<file path="src/rtl/beta_pkg.sv">
// Shared Beta definitions: load/store unit states and exception vectors.
package beta_pkg;

  typedef enum logic [1:0] {
    IDLE  = 2'd0,
    BUSY  = 2'd1,
    DONE  = 2'd2,
    FAULT = 2'd3
  } lsu_state_t;

  // Vectors that control/datapath load into the PC; a fault from the LSU selects Illop.
  localparam logic [31:0] Reset = 32'h8000_0000;
  localparam logic [31:0] Illop = 32'h8000_0004;
  localparam logic [31:0] XAdr  = 32'h8000_0008;

endpackage

</file>
<file path="src/rtl/beta_lsu.sv">
// Beta load/store unit: turns a one-cycle LD/ST request into a req/ack bus
// transaction, stalling the CPU while it is outstanding and pulsing fault on
// misalignment, conflicting requests, bus error or timeout.
module beta_lsu
  import beta_pkg::*;
#(
  parameter int TIMEOUT = 255
) (
  input  logic        clk,
  input  logic        n_rst,
  input  logic        RESET,
  input  logic        mem_rd,
  input  logic        mem_wr,
  input  logic [31:0] MA,
  input  logic [31:0] MWD,
  output logic [31:0] MRD,
  output logic        stall,
  output logic        fault,
  output logic        bus_req,
  output logic        bus_we,
  output logic [31:0] bus_addr,
  output logic [31:0] bus_wdata,
  input  logic [31:0] bus_rdata,
  input  logic        bus_ack,
  input  logic        bus_err
);

  localparam int CW = $clog2(TIMEOUT + 1);
  // Count value seen during the last permitted silent BUSY cycle.
  localparam logic [CW-1:0] LAST = CW'(TIMEOUT - 1);

  lsu_state_t    state;
  lsu_state_t    state_next;
  logic [CW-1:0] count;
  logic          req_any;
  logic          req_ok;
  logic          req_bad;
  logic          timed_out;

  assign req_any   = mem_rd | mem_wr;
  assign req_ok    = (mem_rd ^ mem_wr) && (MA[1:0] == 2'b00);
  assign req_bad   = req_any && !req_ok;
  assign timed_out = (count == LAST);

  // Next-state and stall decode; error beats ack, ack beats timeout.
  always_comb begin
    state_next = state;
    stall      = 1'b0;
    if (RESET) begin
      state_next = IDLE;
    end else begin
      case (state)
        IDLE: begin
          if (req_ok) begin
            state_next = BUSY;
            stall      = 1'b1;
          end else if (req_bad) begin
            state_next = FAULT;
            stall      = 1'b1;
          end
        end
        BUSY: begin
          stall = 1'b1;
          if (bus_err) begin
            state_next = FAULT;
          end else if (bus_ack) begin
            state_next = DONE;
          end else if (timed_out) begin
            state_next = FAULT;
          end
        end
        DONE:    state_next = IDLE;
        FAULT:   state_next = IDLE;
        default: state_next = IDLE;
      endcase
    end
  end

  // State register.
  always_ff @(posedge clk or negedge n_rst) begin
    if (!n_rst) begin
      state <= IDLE;
    end else begin
      state <= state_next;
    end
  end

  // Registered bus outputs, fault pulse and timeout counter.
  always_ff @(posedge clk or negedge n_rst) begin
    if (!n_rst) begin
      bus_req   <= 1'b0;
      bus_we    <= 1'b0;
      bus_addr  <= 32'h0;
      bus_wdata <= 32'h0;
      fault     <= 1'b0;
      count     <= '0;
    end else begin
      bus_req <= (state_next == BUSY);
      fault   <= (state_next == FAULT);
      if ((state == IDLE) && (state_next == BUSY)) begin
        bus_addr  <= {MA[31:2], 2'b00};
        bus_wdata <= MWD;
        bus_we    <= mem_wr;
        count     <= '0;
      end else if ((state == BUSY) && (state_next == BUSY)) begin
        count <= count + 1'b1;
      end
    end
  end

  // Load data capture: only a clean ack of a read updates MRD.
  always_ff @(posedge clk or negedge n_rst) begin
    if (!n_rst) begin
      MRD <= 32'h0;
    end else if ((state == BUSY) && !RESET && bus_ack && !bus_err && !bus_we) begin
      MRD <= bus_rdata;
    end
  end

endmodule
</file>
<file path="config.mk">
export PLATFORM = sky130hd
export DESIGN_NAME = beta_lsu
export DESIGN_NICKNAME = d
export VERILOG_FILES = /design/src/rtl/beta_pkg.sv /design/src/rtl/beta_lsu.sv
export SDC_FILE = /design/constraint.sdc
export NUM_CORES = 1
export LEC_CHECK = 0
export BUFFER_PORTS_ARGS = -buffer_cell sky130_fd_sc_hd__buf_2
export CELL_PAD_IN_SITES_DETAIL_PLACEMENT = 0
export CELL_PAD_IN_SITES_GLOBAL_PLACEMENT = 2
export CORE_UTILIZATION = 29
export CTS_CLUSTER_DIAMETER = 30
export DETAILED_ROUTE_END_ITERATION = 8
export GPL_TIMING_DRIVEN = 1
export PLACE_DENSITY_LB_ADDON = 0.1
export SETUP_SLACK_MARGIN = 0.02
export SLEW_MARGIN = 20
export SYNTH_ARGS = -nofsm -noshare
export SYNTH_HDL_FRONTEND = slang
export SYNTH_SLANG_ARGS = --single-unit
</file>
<file path="constraint.sdc">
create_clock -name clk -period 2.2 [get_ports clk]
set_input_delay 0.11 -clock clk [delete_from_list [all_inputs] [get_ports clk]]
set_output_delay 0.11 -clock clk [all_outputs]
set_load 0.005 [all_outputs]
</file>
==> metrics.md <==
| Metric | Value |
|---|---|
| Outcome | finished, final reports clean |
| Crit path DAT | 2.14 ns |
| Final worst slack | 0.286 ns |
| Commonest non-fill, non-tap cell in the layout | buf_2 |
| Final Critical Period | 1.91 ns |
| N_diodes | 0 |
| Setup-failing EPs final | 0 |
| Site Rows | 44 |
| Fin util | 46.9% |
| Slew @ Worst Pin | 0.537 ns |
| WS Path Type | in2reg |
| Total CTS buffers | 9 |
| Largest net degree at the start of global routing | 58 |
| Final Power | 0.00647 W |
| I/O Buffers | 200 |
| Full die area | 15300 um^2 |
| Routed WL | 11600 um |
| Core Area | 14500 um^2 |
| Worst skew pair latency | 0.34 ns |
| Slew Limit Fails | 0 |
| Antenna violations before repair | 0 |
| Syn avg cell area | 14.9 um^2 |
| Wire per inst | 14.8 um |
| DP HPWL | 7770 um |
| Area growth from synthesis to layout | 58.3% |
| Worst vdd ir | 0.534 mV |
| Clk_skew | 0.00512 ns |
| Setup WS pre-CTS | 0.232 ns |
| Worst path required time | 2.43 ns |
| Simple-gate share of the synthesized area | 5.00% |
| Hold Slack | 0.0185 ns |
| Total of max-cap violations | 0 |
| # DRC | 0 |
| Commonest cells after routing, fill and taps aside | buf_2 (198), dfrtp_1 (107), dlygate4sd3_1 (94) |
| Worst-path clk slew | 0.07 ns |
| Compound-cell area share of the yosys netlist | 3.72% |
| Grt ovf | 0 |
| Yosys cell types | 33 |
| Reg2Reg Setup Slack | 0.48 ns |
| RSZ-0062 raised after global routing | false |
| Vias | 3446 |
| CTS tree | built |
| Hold Vio Cnt, Final | 0 |
| Total track usage | 14.8% |
| CTS Root Cell | clkbuf_16 |
| Number of global-route vias before repair | 3520 |
| H-tree Lvls | 3 |
| DR vias/cell | 4.40 |
| Global-route wire length before repair | 17000 um |
| Horiz. Die Dim | 124 um |
| Main combinational cell family by area after synthesis | multiplexers |
| Number of clock sinks | 107 |
| CP Capture Type | flip-flop |
| Adder-cell share of the synthesized area | 0.872% |
| Pwr Density | 949 nW/um^2 |
| Fmax | 0.522 GHz |
| Seq/Total Area, Yosys | 62.2% |
| Ys Warns | 0 |
| Io pins | 203 |
| Hold Crit Class | in2reg |
| Drt first pass iters | 4 |
| Detailed Route Iter0 Violations | 94 |
| Post-synthesis mux area share | 24.8% |
| Setup tns final | 0 ns |
| Nets | 703 |
| CP Launch Type | primary input |
| Starting density of the core | 29.6% |
| Synth Area in XOR/XNOR | 0% |
| Share of cells above drive strength 1 | 53.2% |
| Period utilisation layout | 87.0% |
| Synthesized flop and latch total | 107 |
| Worst slew margin | 64.2% |
| Synthesized instance count | 289 |
| Leakage | 3.33 nW |
| Clk buf depth | 2 |
| Die H | 124 um |
| Synthesized cell area | 4310 um^2 |
| Final ANT Viol Nets | 0 |
| Crit-path max FO | 25 |
| Placer Congestion | 0.725 |
[Yosys cell counts]
library cell | n | area [um^2]
or2_1 | 1 | 6.26
ha_1 | 3 | 37.5
nor4_1 | 1 | 6.26
o311ai_0 | 2 | 17.5
dfrtp_1 | 107 | 2680
nor2_1 | 7 | 26.3
nor4b_1 | 1 | 8.76
nor3_1 | 3 | 15.0
a21oi_1 | 1 | 5.00
nor4_4 | 1 | 21.3
a22oi_1 | 1 | 7.51
o221ai_1 | 3 | 26.3
inv_1 | 8 | 30.0
nand2_1 | 6 | 22.5
a211oi_1 | 1 | 7.51
mux2_2 | 90 | 1010
nor3b_1 | 1 | 7.51
o21ai_0 | 10 | 50.1
buf_4 | 2 | 15.0
conb_1 | 1 | 3.75
nand2b_1 | 3 | 18.8
buf_2 | 5 | 25.0
o31ai_1 | 2 | 15.0
nand4_1 | 1 | 6.26
buf_6 | 6 | 67.6
or3b_4 | 1 | 11.3
o211ai_1 | 2 | 15.0
nand3_1 | 7 | 35.0
clkbuf_1 | 1 | 3.75
a2111oi_0 | 1 | 8.76
mux2_1 | 5 | 56.3
a21o_1 | 1 | 7.51
nand3b_1 | 4 | 30.0
[layer usage]
| metal | wire, um | vias up | global-route usage [%] |
|---|---|---|---|
| met1 | 4490 | 1694 | 16.0 |
| met5 | 0 | - | 0 |
| met3 | 842 | 8 | 5.82 |
| met2 | 6170 | 110 | 26.1 |
| met4 | 134 | 0 | 4.74 |
| li1 | - | 1634 | - |
[worst paths after layout]
kind,start,end,depth (start not counted)
worst min register to register,bus_wdata[31]$_DFFE_PN0P_,bus_wdata[31]$_DFFE_PN0P_,1
worst min-delay path,bus_rdata[22],MRD[22]$_DFFE_PN0P_,2
min in group asynchronous,n_rst,bus_addr[10]$_DFFE_PN0P_,2
max in group asynchronous,n_rst,bus_addr[17]$_DFFE_PN0P_,3
worst max register to register,state[0]$_DFF_PN0_,bus_wdata[7]$_DFFE_PN0P_,4
worst max-delay path,mem_wr,bus_wdata[7]$_DFFE_PN0P_,8
[power breakdown]
group,switching [W],internal (W),total (W)
clock,0.000692,0.000788,0.00148
sequential,0.000393,0.00269,0.00308
combinational,0.000727,0.00118,0.00191
total,0.00181,0.00466,0.00647
[kinds of logic after synthesis]
| group | Yosys count |
|---|---|
| DFF | 107 |
| and+or+nand+nor | 37 |
| AOI/OAI and AO/OA | 24 |
| muxes | 95 |
| adders and majority gates | 3 |
| other | 1 |
| buffers and inverters | 22 |
[state kept, by name (all words and copies together), names as in the netlist]
name       count
count          8
state          2
bus_addr      30
bus_wdata     32
bus_req        1
bus_we         1
MRD           32
fault          1
[per-stage QoR]
step                      cells  cell area (um^2)
after detailed placement    670              5530
after global routing        784              6810
after floorplan             290              4310
after global placement      670              5530
final                       784              6810
after CTS                   779              6740
[critical path, cell delays in order]
cell and delay [ns]:
dlymetal6s4s_1 0.18, inv_1 0.06, ha_1 0.28, or3b_4 0.40, nor4_4 0.32, buf_6 0.16
buf_6 0.26, mux2_2 0.37
[final cells by class]
class | count | area (um^2)
sequential | 107 | 2680
multi-input combinational | 161 | 1500
fill | 1362 | 7720
clock inverter | 2 | 13.8
timing repair buffer | 310 | 2120
clock buffer | 12 | 246
inverter | 8 | 30.0
tap | 184 | 230
[timing repair]
item,4_1_cts,5_1_grt
hold buffers,95,0
buffers inserted,0,3
gates resized for setup,0,6
endpoints found under the setup margin,0,48
hold endpoints to repair,130,0
No activity file was read; power rests on OpenSTA's default activity.
